[config.mk]
export PLATFORM = sky130hd
export DESIGN_NAME = control_sesion_cajero
export DESIGN_NICKNAME = d
export VERILOG_FILES = /design/src/rtl/control_sesion_cajero.sv
export SDC_FILE = /design/constraint.sdc
export NUM_CORES = 1
export LEC_CHECK = 0
export ABC_AREA = 0
export BUFFER_PORTS_ARGS = -buffer_cell sky130_fd_sc_hd__buf_2
export CORE_ASPECT_RATIO = 0.7
export CORE_MARGIN = 3
export CORE_UTILIZATION = 54
export DETAILED_ROUTE_END_ITERATION = 6
export PLACE_DENSITY = 0.85
export SKIP_LAST_GASP = 1
export SLEW_MARGIN = 20
export SYNTH_ARGS = -nofsm -noshare
export SYNTH_HDL_FRONTEND = slang
export SYNTH_SLANG_ARGS = --single-unit
[constraint.sdc]
create_clock -name clk -period 3.4 [get_ports clk]
set_input_delay 0.34 -clock clk [delete_from_list [all_inputs] [get_ports clk]]
set_output_delay 0.34 -clock clk [all_outputs]
set_load 0.005 [all_outputs]
[src/rtl/control_sesion_cajero.sv]
// control_sesion_cajero: cashier session controller.
// Detects the card, collects and verifies a BCD PIN with limited attempts,
// issues one deposit/withdrawal request to the transaction datapath, reports
// the result and ejects the card. All outputs are registered.
module control_sesion_cajero #(
    parameter int unsigned PIN_DIGITS     = 4,
    parameter int unsigned MAX_INTENTOS   = 3,
    parameter int unsigned TIMEOUT_CICLOS = 1000
) (
    input  logic                    clk,
    input  logic                    reset,
    input  logic                    tarjeta_recibida,
    input  logic [4*PIN_DIGITS-1:0] pin_correcto,
    input  logic [3:0]              digito,
    input  logic                    digito_stb,
    input  logic                    tipo_trans,
    input  logic [31:0]             monto,
    input  logic                    monto_stb,
    input  logic                    balance_stb,
    input  logic                    fondos_insuficientes,
    output logic                    trans_inicio,
    output logic                    trans_tipo,
    output logic [31:0]             trans_monto,
    output logic                    pin_incorrecto,
    output logic                    bloqueo,
    output logic                    operacion_ok,
    output logic                    error_fondos,
    output logic                    error_timeout,
    output logic                    expulsar_tarjeta,
    output logic [2:0]              estado
);

    localparam int unsigned PW = 4 * PIN_DIGITS;
    localparam int unsigned CW = $clog2(PIN_DIGITS + 1);
    localparam int unsigned IW = $clog2(MAX_INTENTOS + 1);
    localparam int unsigned TW = $clog2(TIMEOUT_CICLOS + 1);

    typedef enum logic [2:0] {
        IDLE         = 3'd0,
        PIN          = 3'd1,
        VERIFICAR    = 3'd2,
        ESPERA_TRANS = 3'd3,
        EJECUTAR     = 3'd4,
        FIN          = 3'd5,
        BLOQUEO      = 3'd6
    } estado_t;

    estado_t        state_q, state_d;
    logic [PW-1:0]  pin_q, pin_d;
    logic [CW-1:0]  cnt_q, cnt_d;
    logic [IW-1:0]  int_q, int_d;
    logic [TW-1:0]  tout_q, tout_d;

    logic           ev_bad, ev_ok, ev_fondos, ev_tout, ev_monto, stb_ok;
    logic           tout_hit, counting;

    logic           trans_inicio_q, trans_inicio_d;
    logic           trans_tipo_q, trans_tipo_d;
    logic [31:0]    trans_monto_q, trans_monto_d;
    logic           pin_incorrecto_q, pin_incorrecto_d;
    logic           bloqueo_q, bloqueo_d;
    logic           operacion_ok_q, operacion_ok_d;
    logic           error_fondos_q, error_fondos_d;
    logic           error_timeout_q, error_timeout_d;
    logic           expulsar_q, expulsar_d;

    // State, session datapath and registered outputs
    always_ff @(posedge clk) begin
        if (reset) begin
            state_q          <= IDLE;
            pin_q            <= '0;
            cnt_q            <= '0;
            int_q            <= '0;
            tout_q           <= '0;
            trans_inicio_q   <= 1'b0;
            trans_tipo_q     <= 1'b0;
            trans_monto_q    <= '0;
            pin_incorrecto_q <= 1'b0;
            bloqueo_q        <= 1'b0;
            operacion_ok_q   <= 1'b0;
            error_fondos_q   <= 1'b0;
            error_timeout_q  <= 1'b0;
            expulsar_q       <= 1'b0;
        end else begin
            state_q          <= state_d;
            pin_q            <= pin_d;
            cnt_q            <= cnt_d;
            int_q            <= int_d;
            tout_q           <= tout_d;
            trans_inicio_q   <= trans_inicio_d;
            trans_tipo_q     <= trans_tipo_d;
            trans_monto_q    <= trans_monto_d;
            pin_incorrecto_q <= pin_incorrecto_d;
            bloqueo_q        <= bloqueo_d;
            operacion_ok_q   <= operacion_ok_d;
            error_fondos_q   <= error_fondos_d;
            error_timeout_q  <= error_timeout_d;
            expulsar_q       <= expulsar_d;
        end
    end

    // Next state, PIN capture, attempt and timeout counters
    always_comb begin
        state_d   = state_q;
        pin_d     = pin_q;
        cnt_d     = cnt_q;
        int_d     = int_q;
        ev_bad    = 1'b0;
        ev_ok     = 1'b0;
        ev_fondos = 1'b0;
        ev_tout   = 1'b0;
        ev_monto  = 1'b0;
        stb_ok    = 1'b0;
        tout_hit  = (tout_q == TW'(TIMEOUT_CICLOS - 1));
        counting  = (state_q == PIN) || (state_q == ESPERA_TRANS) || (state_q == EJECUTAR);

        case (state_q)
            IDLE: begin
                pin_d = '0;
                cnt_d = '0;
                int_d = '0;
                if (tarjeta_recibida) state_d = PIN;
            end
            PIN: begin
                if (!tarjeta_recibida) begin
                    state_d = IDLE;
                end else if (digito_stb && (digito <= 4'd9)) begin
                    stb_ok = 1'b1;
                    pin_d  = {pin_q[PW-5:0], digito};
                    cnt_d  = cnt_q + 1'b1;
                    if (cnt_q == CW'(PIN_DIGITS - 1)) state_d = VERIFICAR;
                end else if (tout_hit) begin
                    ev_tout = 1'b1;
                    state_d = FIN;
                end
            end
            VERIFICAR: begin
                if (!tarjeta_recibida) begin
                    state_d = IDLE;
                end else if (pin_q == pin_correcto) begin
                    int_d   = '0;
                    state_d = ESPERA_TRANS;
                end else begin
                    ev_bad = 1'b1;
                    int_d  = int_q + 1'b1;
                    if (int_q == IW'(MAX_INTENTOS - 1)) begin
                        state_d = BLOQUEO;
                    end else begin
                        pin_d   = '0;
                        cnt_d   = '0;
                        state_d = PIN;
                    end
                end
            end
            ESPERA_TRANS: begin
                if (!tarjeta_recibida) begin
                    state_d = IDLE;
                end else if (monto_stb) begin
                    stb_ok   = 1'b1;
                    ev_monto = 1'b1;
                    state_d  = EJECUTAR;
                end else if (tout_hit) begin
                    ev_tout = 1'b1;
                    state_d = FIN;
                end
            end
            EJECUTAR: begin
                // Insufficient funds wins over a simultaneous balance_stb
                if (fondos_insuficientes) begin
                    ev_fondos = 1'b1;
                    state_d   = FIN;
                end else if (balance_stb) begin
                    ev_ok   = 1'b1;
                    state_d = FIN;
                end else if (tout_hit) begin
                    ev_tout = 1'b1;
                    state_d = FIN;
                end
            end
            FIN:     state_d = IDLE;
            BLOQUEO: state_d = BLOQUEO;
            default: state_d = IDLE;
        endcase

        if ((state_d != state_q) || stb_ok || !counting) tout_d = '0;
        else                                             tout_d = tout_q + 1'b1;
    end

    // Output decode, registered one edge later so every pulse is glitch-free
    always_comb begin
        trans_inicio_d   = (state_d == EJECUTAR) && (state_q != EJECUTAR);
        trans_tipo_d     = ev_monto ? tipo_trans : trans_tipo_q;
        trans_monto_d    = ev_monto ? monto : trans_monto_q;
        pin_incorrecto_d = ev_bad;
        bloqueo_d        = (state_d == BLOQUEO);
        operacion_ok_d   = ev_ok;
        error_fondos_d   = ev_fondos;
        error_timeout_d  = ev_tout;
        expulsar_d       = (state_q == FIN);
    end

    assign trans_inicio     = trans_inicio_q;
    assign trans_tipo       = trans_tipo_q;
    assign trans_monto      = trans_monto_q;
    assign pin_incorrecto   = pin_incorrecto_q;
    assign bloqueo          = bloqueo_q;
    assign operacion_ok     = operacion_ok_q;
    assign error_fondos     = error_fondos_q;
    assign error_timeout    = error_timeout_q;
    assign expulsar_tarjeta = expulsar_q;
    assign estado           = state_q;

endmodule

* After elaboration in Yosys (flattened, before gate mapping)
Index checks and enable logic that the tools add are counted. W data, S select, Z words.
Operators by class: bitwise gates (word level) 3, $add $sub $neg 3, muxes and demuxes 45, $lt $le $gt $ge 1, reductions and logical operators 16, equal/unequal tests 19
Operators with widths (count):
- $mux W16 | 5
- $mux W3 | 17
- $pmux W16 S3 | 1
- $pmux W3 S6 | 1
- $eq A16 B16 Y1 | 1
- $eq A3 B3 Y1 const B | 5
- $mux W1 | 15
- $add A10 B1 Y10 const B | 1
- $eq A10 B10 Y1 const B | 1
- $eq A3 B2 Y1 const B | 3
- $pmux W3 S3 | 1
- $ne A2 B2 Y1 const B | 4
- $reduce_and A6 Y1 | 1
- $reduce_or A3 Y1 | 2
- $le A4 B4 Y1 const B | 1
- $logic_or A1 B1 Y1 | 4
- $mux W2 | 2
- $pmux W2 S2 | 1
- $reduce_or A2 Y1 | 2
- $add A3 B1 Y3 const B | 1
- $eq A3 B1 Y1 const B | 1
- $logic_not A3 Y1 | 1
- $ne A3 B3 Y1 | 1
- $ne A3 B3 Y1 const B | 1
- 11 further kinds | 14
Word-level totals: register bits after elaboration 74, bits of input ports 60

* Logic depth before layout (Yosys ltp)
Gate-level depths: netlist of run 1.
depth in word-level cells 9, gate-level depth with buffers 7

* Worst setup path before layout of run 1
Ideal clock, no wire load.
path kind input port to flip-flop, start point input port tarjeta_recibida, end point register pin_q[10], path slack 1465 ps, arrival time 1818 ps, stages on the path 7, path buffers 2, setup time 117 ps, path through buf_4 or3b_1 or3_4 a21oi_4 a211oi_4 buf_6 a22o_1
Between the ends: word-level cells in the longest chain between the ends 2, elaborated cells between the ends (all ways) 3
RTL lines:
- start, declared | RTL line 12 | input logic tarjeta_recibida,
- $ne A2 B2 Y1 (no line)
- $reduce_and A6 Y1 (no line) (*)
- end signal, assigned | RTL line 86 | pin_q <= pin_d;
- end, declared | RTL line 49 | logic [PW-1:0] pin_q, pin_d;
Every way passes the cells marked *; elsewhere a longest branch is shown, timed or not. A chain may end at the register's enable or synchronous reset.

* Worst setup path after layout of run 1
start point register state_q[1] (netlist: estado[1]), end point register pin_q[13]
Between the ends: word-level cells in the longest chain between the ends 3, elaborated cells between the ends (all ways) 11
RTL lines:
- start, declared | RTL line 48 | estado_t state_q, state_d;
- start signal, assigned | RTL line 85 | state_q <= state_d;
- $eq A3 B2 Y1 (tied with other cells) | RTL line 117 | case (state_q)
- $ne A2 B2 Y1 (no line) (tied with other cells)
- $reduce_and A6 Y1 (no line)
Several ways; a longest one is shown, not always the timed one.

==> impl_metrics.toml, run 1 <==
[status]
status = "completed"

[critical_path]
critPathSlowestCell = "a211oi_4"
crit_type = "flip-flop to flip-flop"
slowest_delay_ns = 0.67
arrival_ns = 2.65
worstSetupEndpointType = "flip-flop"
crit_chain = "inv_1 -> o21ai_0 -> a21oi_4 -> a211oi_4 -> a22o_1"
critical_path_buf_inv_count = 1
cp_top_family = "compound AO/OA/AOI/OAI gates"
critPathRequiredTime_ns = 3.68
start_kind = "flip-flop"
crit_path_max_fanout = 17

[global_route]
grt_antenna_before_repair = 0
grt_usage_pct = 22.4
grt_pass1_vias = 2694
grt_max_degree = 51
grt_pass1_wl_mm = 12.5
grt_overflow = 0

[synth]
yosys.area.top_type = "dfxtp_1"
synthCells = 355
synth_edf_count = 0
yosysUniqueCellTypes = 49
synthTopCellsByArea = "dfxtp_1 (48%), nand2_1 (10%), a21oi_1 (7.4%), xor2_1 (5.9%), a22o_1 (4.8%)"
yosysTopAreaCellShare_pct = 47.7
async_flop_share_pct = 0
yosys_register_bits = 74
ys_warn_count = 0
syn_nets = 419
yosysSeqAreaShare_pct = 47.7
ys.flop_type = "dfxtp_1"
synth_area_um2 = 3110
syn_area_per_cell_um2 = 8.75

[detailed_routing]
drc = 0
avgViaCountPerCell = 5.42
drt_first_iter_violations = 167
via_count = 2867
postRouteAntennaNets = 0
drt_wl_total_mm = 7.53
drtPass1Iterations = 5
wl_per_cell_um = 14.2

[place]
place_area_um2 = 3650
gp_congestion = 0.857
place_hpwl_mm = 5.37
port_buffers = 102

[cells_and_area]
nets = 516
drive_gt1_share_pct = 28.0
area_growth_pct = 23.2
fin_area_um2 = 3820
n_antenna_cell = 0

[floorplan]
die_area_um2 = 6710
ios = 103
die_x_um = 96.6
num_rows = 22
die_y_um = 69.4
core_um2 = 5400
start_util_pct = 57.6

[timing]
max_freq_mhz = 423
relSlewSlack_pct = 36.1
hold_viol_final = 0
fin_tns_setup_ns = 0
period_needed_ns = 2.37
tightest_slew_ns = 0.958
finalCritPeriodShare_pct = 69.6
holdWs_ns = 0.195
finalSetupViolations = 0
finClkSkew_ns = 0.00927
drv_slew = 0
grt_setup_unrepaired = "false"

[clock_network]
clockBufferDepth = 2
post_cts_resized = 0
cts_hold_buffers = 0
postCtsSetupBuffers = 0
clk_pin_slew_ns = 0.07
cts_tree = "yes"
cts.sinks = 74
root_buffer = "clkbuf_8"
cts-htree-levels = 3
clock_latency_ns = 0.34
numCtsBuffers = 9

[pwr]
power_density_nw_per_um2 = 409
p_switching_uw = 372
p_int_mw = 1.19
p_comb_share_pct = 5.6
swShare_pct = 23.8
power_frac_seq_pct = 55.7
clkPwrFrac_pct = 38.7
p_leak_nw = 1.69
ir_drop_uv = 331

[flow_run]
maxCapViolCount = 0

[worst_hold_path]
min_path_type = "primary input to flip-flop"
## Yosys cell counts (5+ instances only)
cell      instances
nand2_1          83
dfxtp_1          74
nor2_1            9
nand2b_1          7
a21oi_1          46
nor3_1           10
buf_1             5
nand3_1           5
xor2_1           21
a22o_1           17
clkbuf_1         10
nor4_1            5
inv_1            10
## sequential cells by signal, indices dropped and copies added, names as in the netlist
signal,flops
cnt_q,3
estado,3
operacion_ok,1
pin_incorrecto,1
error_fondos,1
bloqueo,1
int_q,2
trans_tipo,1
trans_monto,32
expulsar_tarjeta,1
error_timeout,1
pin_q,16
trans_inicio,1
tout_q,10
## metrics by stage
step,setup WS [ns],instances,power (mW),utilization [%]
after floorplan,1.47,355,0.932,-
after global placement,1.12,513,0.976,67.6
after detailed placement,1.06,513,0.977,67.6
after CTS,1.05,529,1.58,70.9
after global routing,0.846,529,1.63,70.9
final,1.03,529,1.56,70.9
## layout by cell type, fill, tap and decap left out, types with 2 or more instances in the layout
cell        instances
nor4b_1             2
nor2_1              8
inv_1              10
a22o_1             17
buf_4               3
dfxtp_1            74
nor4_1              5
a211oi_2            2
o31ai_1             2
clkbuf_8           10
nand3_1             5
a221oi_1            2
nand2_1            83
ha_1                4
xnor2_1             3
nand2b_1            7
xor2_1             21
and3_1              4
a211oi_1            3
nor3_1             10
a21oi_1            46
a32oi_1             2
buf_2             102
clkinvlp_4          3
o21a_1              2
clkinv_2            2
## kinds of logic (layout without fill, tap and decap cells)
logic type | Yosys count | after routing | synth area share (%)
flip-flops | 74 | 74 | 47.7
adder cells (fa/ha/maj) | 4 | 4 | 1.61
buffers and inverters | 29 | 131 | 3.95
AO/OA/AOI/OAI | 87 | 87 | 19.3
multiplexers | 1 | 1 | 0.322
XOR/XNOR | 24 | 24 | 6.77
AND/OR/NAND/NOR | 136 | 136 | 20.3
## metal layers
| metal | up-vias | GRT usage, % | wire [um] |
|---|---|---|---|
| li1 | 1426 | - | - |
| met1 | 1311 | 29.4 | 3390 |
| met2 | 117 | 35.1 | 3480 |
| met3 | 13 | 7.14 | 540 |
| met4 | 0 | 7.48 | 113 |
| met5 | - | 0 | 0 |
## path summary, 6_finish.rpt
check        depth (start not counted)                    startpoint  slack (ns)                            to
max                                  5          estado[1]$_SDFF_PP0_        1.03        pin_q[13]$_SDFFE_PP0P_
min                                  2          fondos_insuficientes        0.20       operacion_ok$_SDFF_PP0_
max reg2reg                          5          estado[1]$_SDFF_PP0_        1.03        pin_q[13]$_SDFFE_PP0P_
min reg2reg                          2  trans_monto[29]$_SDFFE_PP0P_        0.46  trans_monto[29]$_SDFFE_PP0P_
## power by group through the flow
stage / sequential, mW / clock [mW] / combinational [mW]
after floorplan: 0.889 / 0 / 0.0434
after global placement: 0.891 / 0 / 0.0852
after detailed placement: 0.891 / 0 / 0.0866
after CTS: 0.870 / 0.627 / 0.0871
after global routing: 0.870 / 0.661 / 0.0968
final: 0.870 / 0.605 / 0.0876
## cell type report
type	instances	area (um2)
Sequential cell	74	1480
Tap cell	72	90.1
Clock inverter	6	41.3
Fill cell	463	1570
Multi-Input combinational cell	252	1500
Inverter	10	37.5
Clock buffer	10	138
Timing Repair Buffer	105	533
## worst register-to-register path: stages, from the launching register on
cell	delay [ns]
dfxtp_1	0.59
inv_1	0.20
o21ai_0	0.46
a21oi_4	0.13
a211oi_4	0.67
a22o_1	0.26
Note: power is estimated with default switching activity, not from simulation.
==> inputs of run 2 (changes only) <==
CORE_UTILIZATION = 45   (was 54)
PLACE_DENSITY = 0.75   (was 0.85)
clock period = 2.15 ns   (was 3.4 ns; I/O delays follow)
==> run 2 against run 1 <==
Global-route usage is 3.0 points lower. Utilization is 9.4 points lower. Clock skew is 0.0012 ns lower. Hold slack worse by 0.13 ns. Total power is 69% higher. Final area is 3.8% higher. Wire length is 3.0% higher. Sequential share of layout area is 1.4 points lower. Die area is 18% higher. Sequential power is 59% higher. Critical path type unchanged.
==> impl_metrics.toml, run 2 (synthesized netlist as in run 1, its figures left out) <==
[timing]
finalCritPeriodShare_pct = 93.6
finClkSkew_ns = 0.00809
relSlewSlack_pct = 65.1
tightest_slew_ns = 0.520
period_needed_ns = 2.01
holdWs_ns = 0.0655
hold_viol_final = 0
fin_tns_setup_ns = 0
drv_slew = 0
grt_setup_unrepaired = "false"
max_freq_mhz = 497
setup_ws_ns = 0.138
finalSetupViolations = 0

[cells_and_area]
final_common_cell = "buf_2"
nets = 525
final_cell_mix = "buf_2 (102), nand2_1 (83), dfxtp_1 (74)"
largest_reg_flops = 32
area_growth_pct = 27.8
post-route-util_pct = 61.5
drive_gt1_share_pct = 29.6
n_antenna_cell = 0
fin_area_um2 = 3970
fillers = 590

[clock_network]
clk_pin_slew_ns = 0.07
clock_latency_ns = 0.34
clockBufferDepth = 2
cts.sinks = 74
cts-htree-levels = 3
cts_hold_buffers = 0
cts_tree = "yes"
root_buffer = "clkbuf_8"
numCtsBuffers = 9

[floorplan]
die_x_um = 105
num_rows = 24
start_util_pct = 48.1
ios = 103
die_area_um2 = 7950
die_y_um = 75.5
core_um2 = 6460

[detailed_routing]
drt_first_iter_violations = 153
via_count = 2903
postRouteAntennaNets = 0
drtPass1Iterations = 4
wl_per_cell_um = 13.9
drc = 0
drt_wl_total_mm = 7.75
avgViaCountPerCell = 5.21

[critical_path]
slowest_delay_ns = 0.45
critPathRequiredTime_ns = 2.42
crit_type = "flip-flop to flip-flop"
worstSetupEndpointType = "flip-flop"
critPathSlowestCell = "a211oi_1"
cpMostUsedCell = "ha_1"
arrival_ns = 2.28
crit_chain = "ha_1 -> ha_1 -> a41oi_1 -> a211oi_1 -> nand2_1 -> a21oi_1"
critical_path_buf_inv_count = 0
start_kind = "flip-flop"
cp_top_family = "compound AO/OA/AOI/OAI gates"
crit_path_max_fanout = 10

[global_route]
grt_antenna_before_repair = 0
grt_pass1_vias = 2595
grt_max_degree = 36
grt_usage_pct = 19.4
grt_pass1_wl_mm = 12.3
grt_overflow = 0

[pwr]
ir_drop_uv = 431
power_density_nw_per_um2 = 667
p_leak_nw = 1.77

[flow_run]
maxCapViolCount = 0

[worst_hold_path]
min_path_type = "primary input to flip-flop"

[place]
port_buffers = 102
pre_cts_slack_ns = 0.0938
place_area_um2 = 3730
place_hpwl_mm = 5.65
gp_congestion = 0.829

[status]
status = "completed"
==> run 2: stage by stage <==
| step | total power [mW] | std cells |
|---|---|---|
| floorplan | 1.47 | 355 |
| global placement | 1.55 | 540 |
| detailed placement | 1.55 | 540 |
| CTS | 2.67 | 556 |
| global route | 2.75 | 557 |
| finish | 2.65 | 557 |
==> run 2: path summary, 6_finish.rpt <==
check / cells after the start / slack, ns / start / endpoint
max: 6 / 0.14 / cnt_q[0]$_SDFFE_PP0P_ / tout_q[3]$_SDFF_PP0_
min: 2 / 0.07 / fondos_insuficientes / operacion_ok$_SDFF_PP0_
max reg2reg: 6 / 0.14 / cnt_q[0]$_SDFFE_PP0P_ / tout_q[3]$_SDFF_PP0_
min reg2reg: 2 / 0.45 / trans_monto[3]$_SDFFE_PP0P_ / trans_monto[3]$_SDFFE_PP0P_
==> run 2: where the power goes <==
| group | internal [mW] | total, mW | switching [mW] |
|---|---|---|---|
| Clock | 0.629 | 1.12 | 0.495 |
| Sequential | 1.37 | 1.38 | 0.00406 |
| Combinational | 0.0692 | 0.148 | 0.0783 |
| Total | 2.07 | 2.65 | 0.577 |
==> run 2: layer usage <==
metal | vias up | global-route usage [%] | share of wire (%)
met5 | - | 0 | 0
li1 | 1445 | - | -
met2 | 104 | 29.2 | 45
met1 | 1341 | 26.8 | 46
met4 | 0 | 7.57 | 1.5
met3 | 13 | 5.50 | 7.3
==> run 2: timing repair <==
action / in CTS / in global routing
setup endpoints to repair: 0 / 18
setup buffers: 0 / 1
gates resized for setup: 0 / 1
==> run 2: worst register-to-register path, cell delays in order (launching register included) <==
cell      delay (ns)
dfxtp_1         0.36
ha_1            0.16
ha_1            0.21
a41oi_1         0.13
a211oi_1        0.45
nand2_1         0.38
a21oi_1         0.24
==> run 2: layout make-up <==
type / instances / area [um2] / area share, %
Multi-Input combinational cell: 252 / 1510 / 38.0
Sequential cell: 74 / 1480 / 37.3
Timing Repair Buffer: 114 / 613 / 15.4
Clock buffer: 12 / 165 / 4.16
Tap cell: 91 / 114 / 2.87
Clock inverter: 4 / 48.8 / 1.23
Inverter: 10 / 37.5 / 0.945
==> inputs of run 3 (changes only) <==
ABC_AREA = 1   (was 0)
CORE_MARGIN = unset   (was 3)
CORE_UTILIZATION = 46   (was 45)
==> run 3 against run 2 <==
Count of clock-buffer cells in the layout fell by 3. Critical path type unchanged. Sequential share of layout area fell by 2.6 points. Highest routed layer unchanged. Hold slack got worse by 0.033 ns. Wire length rose by 8.0%. Largest cell class unchanged. Clock power rose by 20%. Flip-flop and latch count did not move. Clock skew rose by 0.0026 ns. Global-route usage rose by 2.2 points. Final area rose by 7.4%. Worst setup slack improved by 0.046 ns. Critical path depth rose by 7. Critical endpoint is now pin_q[8]$_SDFFE_PP0P_. Area after synthesis rose by 10%.
==> impl_metrics.toml, run 3 <==
[status]
status = "completed"

[synth]
synth_edf_count = 0
ys.flop_type = "dfxtp_1"
synthTopCellsByArea = "dfxtp_1 (43%), nor2_1 (14%), nand2_1 (11%), inv_1 (6.8%), o21ai_0 (5.9%)"
syn_nets = 575
yosysTopAreaCellShare_pct = 43.3
yosysUniqueCellTypes = 29
syn_area_per_cell_um2 = 6.70
synth_area_um2 = 3420
yosysSeqAreaShare_pct = 43.3
ys_warn_count = 0
yosys_register_bits = 74
yosys.cell_count.top_type = "nor2_1"
synth_commonest_cells = "nor2_1 (128), nand2_1 (102), dfxtp_1 (74), inv_1 (62), o21ai_0 (40)"
async_flop_share_pct = 0
synthCells = 511
yosys.area.top_type = "dfxtp_1"

[pwr]
clkPwrFrac_pct = 44.3
p_switching_uw = 733
p_comb_share_pct = 9.0
swShare_pct = 24.3
ir_drop_uv = 394
p_int_mw = 2.28
power_density_nw_per_um2 = 707
p_leak_nw = 2.09
power_frac_seq_pct = 46.7

[worst_hold_path]
min_path_type = "primary input to flip-flop"

[place]
port_buffers = 102
place_hpwl_mm = 5.90
gp_congestion = 0.938

[clock_network]
clk_pin_slew_ns = 0.08
cts_tree = "yes"
clock_latency_ns = 0.36
postCtsSetupBuffers = 0
root_buffer = "clkbuf_8"
cts.sinks = 74
clockBufferDepth = 2
cts-htree-levels = 3
numCtsBuffers = 9

[critical_path]
critPathSlowestCell = "dfxtp_1"
crit_chain = "inv_1 -> nand2_1 -> nand2_1 -> nor2_1 -> nand2_1 -> nor2_1 -> nand2_1 -> inv_1 -> nand2_1 -> nand3_2 -> nand2_1 -> o21ai_1 -> nor2_1"
arrival_ns = 2.19
crit_type = "flip-flop to flip-flop"
crit_path_max_fanout = 9
cpMostUsedCell = "nand2_1"
critPathRequiredTime_ns = 2.38
start_kind = "flip-flop"
slowest_delay_ns = 0.34
worstSetupEndpointType = "flip-flop"

[timing]
drv_slew = 0
finalCritPeriodShare_pct = 91.5
hold_viol_final = 0
relSlewSlack_pct = 66.5
max_freq_mhz = 508
finClkSkew_ns = 0.0106
fin_tns_setup_ns = 0
tightest_slew_ns = 0.503
finalSetupViolations = 0
grt_setup_unrepaired = "false"
period_needed_ns = 1.97

[cells_and_area]
final_cell_mix = "nor2_1 (128), nand2_1 (102), buf_2 (102)"
largest_reg_flops = 32
drive_gt1_share_pct = 22.4
area_growth_pct = 24.6
multi_input_area_um2 = 1630
final_common_cell = "nor2_1"
post-route-util_pct = 61.1
seq_area_um2 = 1480
n_antenna_cell = 0
fillers = 657
nets = 675

[flow_run]
maxCapViolCount = 0

[global_route]
grt_usage_pct = 21.6
grt_max_degree = 39
grt_pass1_wl_mm = 13.4
grt_pass1_vias = 3075
grt_antenna_before_repair = 0
grt_overflow = 0

[detailed_routing]
drt_first_iter_violations = 240
wl_per_cell_um = 11.8
avgViaCountPerCell = 4.88
drc = 0
postRouteAntennaNets = 0
via_count = 3464
drt_wl_total_mm = 8.38
drtPass1Iterations = 5

[floorplan]
die_x_um = 105
die_area_um2 = 7790
num_rows = 25
ios = 103
core_um2 = 6980
start_util_pct = 49.1
die_y_um = 74.2
## run 3: cell count changes in the layout (fill, tap and decap cells not counted), sizes merged, moves of 14 or more
cell,delta
a21oi,-40
a22o,-17
inv,+57
nand2,+23
nand3,+14
nor2,+119
o21ai,+56
xor2,-15
## run 3: kinds of logic after synthesis
logic type | Yosys count | synth area share (%)
xor gates and xnor gates | 8 | 2.05
adders and majority gates | 4 | 1.46
DFF | 74 | 43.3
AOI/OAI and AO/OA | 67 | 10.4
buffers and inverters | 84 | 9.84
and+or+nand+nor | 274 | 33.0
## run 3: layout make-up
| class | instances | share of cell area (%) |
|---|---|---|
| tap | 94 | 2.76 |
| multi-input combinational | 355 | 38.3 |
| inverter | 65 | 5.72 |
| clock inverter | 7 | 2.93 |
| sequential | 74 | 34.8 |
| clock buffer | 9 | 2.90 |
| timing repair buffer | 106 | 12.7 |
## run 3: per-stage QoR
step	cells	instance area (um2)	total power [mW]	worst slack [ns]	hold slack [ns]
floorplan	511	3420	1.61	0.525	0.293
global placement	692	3990	1.69	0.269	0.402
detailed placement	692	3990	1.70	0.189	0.402
CTS	708	4240	3.03	0.168	0.0260
global route	710	4270	3.13	0.0111	0.0205
finish	710	4270	3.02	0.183	0.0321
## run 3: power by group through the flow
stage,combinational [mW],sequential [mW],clock (mW)
3_3_place_gp,0.254,1.44,0
3_5_place_dp,0.263,1.44,0
5_1_grt,0.309,1.41,1.41
4_1_cts,0.265,1.41,1.36
6_report,0.271,1.41,1.34
2_1_floorplan,0.176,1.44,0
## run 3: layer usage
| layer | GRT usage [%] | wire (um) | part of all wire (%) | up-vias |
|---|---|---|---|---|
| li1 | - | - | - | 1789 |
| met1 | 27.1 | 3840 | 46 | 1543 |
| met2 | 35.8 | 3760 | 45 | 119 |
| met3 | 7.45 | 673 | 8.0 | 13 |
| met4 | 6.73 | 98 | 1.2 | 0 |
| met5 | 0 | 0 | 0 | - |
## run 3: repair_timing
| action | in CTS | in global routing |
|---|---|---|
| resized for setup | 0 | 2 |
| hold buffers | 0 | 0 |
| endpoints found under the setup margin | 0 | 7 |
## run 3: path summary, 6_finish.rpt
kind                            depth (start not counted)                            to  slack, ns                          from
worst min-delay path                                    2       operacion_ok$_SDFF_PP0_       0.03          fondos_insuficientes
worst max-delay path                                   13         pin_q[8]$_SDFFE_PP0P_       0.18         pin_q[9]$_SDFFE_PP0P_
worst max register to register                         13         pin_q[8]$_SDFFE_PP0P_       0.18         pin_q[9]$_SDFFE_PP0P_
worst min register to register                          2  trans_monto[27]$_SDFFE_PP0P_       0.48  trans_monto[27]$_SDFFE_PP0P_
## run 3: worst max-delay path, delay by kind of cell (launching register included)
family | cells | cell delay [ns]
AND/OR/NAND/NOR | 10 | 1.22
flip-flops | 1 | 0.34
buffers and inverters | 2 | 0.20
AO/OA/AOI/OAI | 1 | 0.07
